### src/rtl/mc_ctrl.sv
// Multi-cycle sequencing FSM for the P5 MIPS core: drives the shared PC/IR/ALU/ALUOut datapath
// and a stallable data-memory handshake. state_o encoding follows the state list order (IDLE=0 .. HALT=13).
module mc_ctrl #(
    parameter int CNT_W        = 32,
    parameter bit ILLEGAL_TRAP = 1'b0
) (
    input  logic             clk,
    input  logic             reset_n,
    input  logic [5:0]       op,
    input  logic [5:0]       funct,
    input  logic             zero,
    input  logic             dm_ack,
    output logic             pc_write,
    output logic             ir_write,
    output logic             reg_write,
    output logic [1:0]       reg_dst,
    output logic [1:0]       wd_sel,
    output logic             alu_src_a,
    output logic [1:0]       alu_src_b,
    output logic [2:0]       alu_op,
    output logic [1:0]       ext_op,
    output logic [1:0]       pc_src,
    output logic             dm_req,
    output logic             dm_we,
    output logic             dm_sb,
    output logic             retire,
    output logic             illegal,
    output logic [CNT_W-1:0] instr_cnt,
    output logic [3:0]       state_o
);

    typedef enum logic [3:0] {
        S_IDLE   = 4'd0,
        S_FETCH  = 4'd1,
        S_DECODE = 4'd2,
        S_EXE_R  = 4'd3,
        S_EXE_I  = 4'd4,
        S_WB_ALU = 4'd5,
        S_MADDR  = 4'd6,
        S_MRD    = 4'd7,
        S_WB_MEM = 4'd8,
        S_MWR    = 4'd9,
        S_BRANCH = 4'd10,
        S_JUMP   = 4'd11,
        S_JR     = 4'd12,
        S_HALT   = 4'd13
    } state_t;

    localparam logic [5:0] OP_R   = 6'h00, OP_ORI = 6'h0d, OP_LUI = 6'h0f, OP_LW  = 6'h23;
    localparam logic [5:0] OP_SW  = 6'h2b, OP_SB  = 6'h28, OP_BEQ = 6'h04, OP_BNE = 6'h05;
    localparam logic [5:0] OP_J   = 6'h02, OP_JAL = 6'h03;
    localparam logic [5:0] F_ADD  = 6'h20, F_SUB  = 6'h22, F_SLL  = 6'h00, F_SLT  = 6'h2a;
    localparam logic [5:0] F_JR   = 6'h08;

    state_t           state_q, state_d;
    logic [CNT_W-1:0] cnt_q;

    logic is_r, c_ralu, c_imm, c_mem, c_br, c_jmp, c_jr;

    assign is_r   = (op == OP_R);
    assign c_ralu = is_r & ((funct == F_ADD) | (funct == F_SUB) | (funct == F_SLL) | (funct == F_SLT));
    assign c_jr   = is_r & (funct == F_JR);
    assign c_imm  = (op == OP_ORI) | (op == OP_LUI);
    assign c_mem  = (op == OP_LW) | (op == OP_SW) | (op == OP_SB);
    assign c_br   = (op == OP_BEQ) | (op == OP_BNE);
    assign c_jmp  = (op == OP_J) | (op == OP_JAL);

    always_ff @(posedge clk or negedge reset_n) begin
        if (!reset_n) begin
            state_q <= S_IDLE;
            cnt_q   <= '0;
        end else begin
            state_q <= state_d;
            if (retire) cnt_q <= cnt_q + CNT_W'(1);
        end
    end

    always_comb begin
        state_d   = state_q;
        pc_write  = 1'b0;
        ir_write  = 1'b0;
        reg_write = 1'b0;
        reg_dst   = 2'b00;
        wd_sel    = 2'b00;
        alu_src_a = 1'b0;
        alu_src_b = 2'b00;
        alu_op    = 3'd0;
        ext_op    = 2'b00;
        pc_src    = 2'b00;
        dm_req    = 1'b0;
        dm_we     = 1'b0;
        dm_sb     = 1'b0;
        retire    = 1'b0;
        illegal   = 1'b0;
        case (state_q)
            S_IDLE: state_d = S_FETCH;
            S_FETCH: begin
                ir_write  = 1'b1;
                pc_write  = 1'b1;
                alu_src_b = 2'b01;
                state_d   = S_DECODE;
            end
            S_DECODE: begin
                // Branch target is precomputed here so BRANCH only needs the compare.
                alu_src_b = 2'b11;
                ext_op    = 2'b01;
                if (c_ralu)     state_d = S_EXE_R;
                else if (c_imm) state_d = S_EXE_I;
                else if (c_mem) state_d = S_MADDR;
                else if (c_br)  state_d = S_BRANCH;
                else if (c_jmp) state_d = S_JUMP;
                else if (c_jr)  state_d = S_JR;
                else begin
                    illegal = 1'b1;
                    retire  = 1'b1;
                    state_d = ILLEGAL_TRAP ? S_HALT : S_FETCH;
                end
            end
            S_EXE_R: begin
                alu_src_a = 1'b1;
                case (funct)
                    F_SUB:   alu_op = 3'd1;
                    F_SLL:   alu_op = 3'd3;
                    F_SLT:   alu_op = 3'd4;
                    default: alu_op = 3'd0;
                endcase
                state_d = S_WB_ALU;
            end
            S_EXE_I: begin
                // lui relies on rs=0 in its encoding, so the same OR path yields imm<<16.
                alu_src_a = 1'b1;
                alu_src_b = 2'b10;
                ext_op    = (op == OP_LUI) ? 2'b10 : 2'b00;
                alu_op    = 3'd2;
                state_d   = S_WB_ALU;
            end
            S_WB_ALU: begin
                reg_write = 1'b1;
                reg_dst   = is_r ? 2'b01 : 2'b00;
                retire    = 1'b1;
                state_d   = S_FETCH;
            end
            S_MADDR: begin
                alu_src_a = 1'b1;
                alu_src_b = 2'b10;
                ext_op    = 2'b01;
                state_d   = (op == OP_LW) ? S_MRD : S_MWR;
            end
            S_MRD: begin
                dm_req = 1'b1;
                if (dm_ack) state_d = S_WB_MEM;
            end
            S_WB_MEM: begin
                reg_write = 1'b1;
                wd_sel    = 2'b01;
                retire    = 1'b1;
                state_d   = S_FETCH;
            end
            S_MWR: begin
                dm_req = 1'b1;
                dm_we  = 1'b1;
                dm_sb  = (op == OP_SB);
                if (dm_ack) begin
                    retire  = 1'b1;
                    state_d = S_FETCH;
                end
            end
            S_BRANCH: begin
                alu_src_a = 1'b1;
                alu_op    = 3'd1;
                pc_src    = 2'b01;
                pc_write  = ((op == OP_BEQ) & zero) | ((op == OP_BNE) & ~zero);
                retire    = 1'b1;
                state_d   = S_FETCH;
            end
            S_JUMP: begin
                pc_src   = 2'b10;
                pc_write = 1'b1;
                retire   = 1'b1;
                if (op == OP_JAL) begin
                    reg_write = 1'b1;
                    reg_dst   = 2'b10;
                    wd_sel    = 2'b10;
                end
                state_d = S_FETCH;
            end
            S_JR: begin
                pc_src   = 2'b11;
                pc_write = 1'b1;
                retire   = 1'b1;
                state_d  = S_FETCH;
            end
            S_HALT:  state_d = S_HALT;
            default: state_d = S_IDLE;
        endcase
    end

    assign instr_cnt = cnt_q;
    assign state_o   = state_q;

endmodule

### config.mk
export PLATFORM = sky130hd
export DESIGN_NAME = mc_ctrl
export DESIGN_NICKNAME = d
export VERILOG_FILES = /design/src/rtl/mc_ctrl.sv
export SDC_FILE = /design/constraint.sdc
export NUM_CORES = 1
export LEC_CHECK = 0
export BUFFER_PORTS_ARGS = -buffer_cell sky130_fd_sc_hd__buf_2
export CORE_ASPECT_RATIO = 1.5
export CORE_MARGIN = 2
export CORE_UTILIZATION = 51
export DETAILED_ROUTE_END_ITERATION = 12
export GPL_ROUTABILITY_DRIVEN = 0
export PLACE_DENSITY_LB_ADDON = 0.2
export SLEW_MARGIN = 20
export SYNTH_ARGS = -nofsm -noshare
export SYNTH_HDL_FRONTEND = slang
export SYNTH_SLANG_ARGS = --single-unit
### constraint.sdc
create_clock -name clk -period 2.4 [get_ports clk]
set_clock_uncertainty 0.05 [all_clocks]
set_input_delay 0.12 -clock clk [delete_from_list [all_inputs] [get_ports clk]]
set_output_delay 0.12 -clock clk [all_outputs]
set_load 0.02 [all_outputs]
==> reports/results.txt <==
Synth Register Bits - 36
routed length per instance - 15.2 um
vias - 2,260
number of CTS-inserted buffers - 5
Routed met3 length - 292 um
power per cell area - 851 nW/um2
Tmin final - 2.28 ns
Area contributors post-synth - dfrtp_1, xnor2_1, nand2_1
clk_lat worst skew - 0.28 ns
Die Y - 86.6 um
DRT antenna net count - 0
area of the multi-input gates - 1320 um2
Vias/cell - 5.87
CTS Sinks - 36
clock root buffer master - clkbuf_8
area leader, netlist - dfrtp_1
CP max FO - 9
synth unique cells - 52
top cells by count, synth - dfrtp_1, nand2_1, xnor2_1, nor2_1, nand3_1
final-report hold violation count - 0
Reg area - 901 um2
Post-synth ARST share - 100%
std cell rows - 30
syn avg cell area - 8.79 um2
drt first pass iters - 4
cells after synthesis - 264
top-count cell post-synth - dfrtp_1
vias in the first global route - 2,153
Filler Cells Inserted - 420
startpoint types - flop
fraction of layout cells with a size suffix above 1 - 29.1%
GRT Total Usage - 24.1%
Max Cap Viol - 0
worst setup margin - 0.120 ns
initial antenna violation count - 0
fin crit share - 95.0%
Worst VDD drop - 0.000415 V
Met1 Wirelength - 2360 um
RSZ-0062 raised after global routing - no
CTS H-tree lvls - 2
setup_tns - 0 ns
Layout area overhead - 21.4%
final setup vio count - 0
Ports - 74
Worst-path clk slew - 0.07 ns
worst setup path class - flop to primary output
Static Leak - 1.30 nW
crit end category - primary output
die footprint - 5120 um2
highest routed metal layer - met4
Place WS - 0.187 ns
fin. max-slew vios - 0
ys flop type - dfrtp_1
drc violations - 0
dpl hpwl - 4380 um
global route overflow - 0
syn_nets - 281
TritonCTS clock tree - yes
Initial DRC Count - 99
WHS - 0.202 ns
core area - 4470 um2
CP required - 2.23 ns
Synthesis Warnings - 0
Post-synth EDFFs - 0
Max Freq - 439 MHz
PortBufs - 73
first-pass GRT wire length - 9720 um
Min-Delay Path Class - input pin to flop
pin count of the biggest net entering global routing - 37
status - complete, no violations
Worst Path Arrival - 2.11 ns
Inst Count DP - 376
Slew @ Worst Pin - 0.776 ns
Die Width - 59.1 um
final WL - 5840 um
post-synthesis sequential area ratio - 38.8%
relative slew slack - 48.3%
Post-Syn Area - 2320 um2
Met2 Routed Length - 3040 um
Final nets - 353
area share of the largest cell type after synthesis - 38.8%
Diodes inserted - 0
Initial Utilization - 51.9%
final std cells w/o fill - 385
CTS max path bufs - 2
final timing paths:
path                          startpoint             to  slack (ns)  cells after the start
max                           state_o[0]         retire        0.12                      6
min                               dm_ack     state_o[3]        0.20                      3
max reg2reg                   state_o[0]  instr_cnt[18]        0.17                      6
min reg2reg                instr_cnt[31]  instr_cnt[31]        0.42                      1
max in group asynchronous        reset_n  instr_cnt[27]        1.41                      2
min in group asynchronous        reset_n   instr_cnt[5]        0.40                      2
metal layers:
metal  vias up  global-route usage (%)
met3        19                    2.54
met1      1058                    29.2
li1       1084                       -
met5         -                       0
met2        99                    42.8
met4         0                    8.88
layout by cell type, fill, tap and decap left out, types with 5 or more instances in the layout:
cell type	n
dfrtp_1	36
buf_4	6
nand2_1	35
o21ai_0	7
clkbuf_8	5
nand3_1	13
nor4_1	5
and4_1	6
xor2_1	5
a21oi_1	5
nor2_1	28
inv_1	6
buf_2	73
nand4_1	10
xnor2_1	30
nor3_1	9
layout make-up:
type | count | area share [%]
clock inverters | 3 | 0.666
flip-flops and latches | 36 | 32.0
clock buffers | 5 | 2.44
well taps | 48 | 2.13
multi-input cells | 206 | 46.8
repair buffers | 80 | 14.9
inverters | 7 | 1.02
power breakdown:
part / leakage [nW] / total (W) / internal, W / switching [W]
sequential: 0.470 / 0.000753 / 0.000683 / 0.0000705
clock: 0.0479 / 0.000418 / 0.000202 / 0.000216
combinational: 0.782 / 0.00122 / 0.000428 / 0.000797
worst max-delay path, stage by stage (launching register included):
cell and delay (ns):
dfrtp_1 0.38, or4b_4 0.59, a21oi_4 0.16, o211ai_4 0.13, o21a_4 0.28, inv_4 0.11, buf_2 0.17
kinds of logic (layout without fill, tap and decap cells):
group                    after synthesis  count (layout)  share of synthesized area, %
buffers and inverters                 22              95                          4.31
multiplexers                           1               1                         0.485
AO/OA/AOI/OAI                         42              42                          14.8
flip-flops                            36              36                          38.8
AND/OR/NAND/NOR                      127             127                          27.8
XOR/XNOR                              35              35                          13.2
adder cells (fa/ha/maj)                1               1                         0.539
flip-flops by register name, summed over array words and instances, names as in the netlist:
signal / flops
instr_cnt: 32
state_o: 4
timing repair:
action / in CTS / in global routing
endpoints found under the hold margin: 36 / 0
resized for setup: 0 / 1
endpoints found under the setup margin: 0 / 1
buffers inserted: 0 / 0
hold buffers: 1 / 0
metrics by stage:
stage	total power [W]	cell area [um2]	util [%]
floorplan	0.00163	2320	-
global placement	0.00197	2720	60.8
detailed placement	0.00198	2720	60.8
CTS	0.00240	2810	63.0
global route	0.00255	2820	63.1
finish	0.00240	2820	63.1
Power figures use the tool's default switching activity.
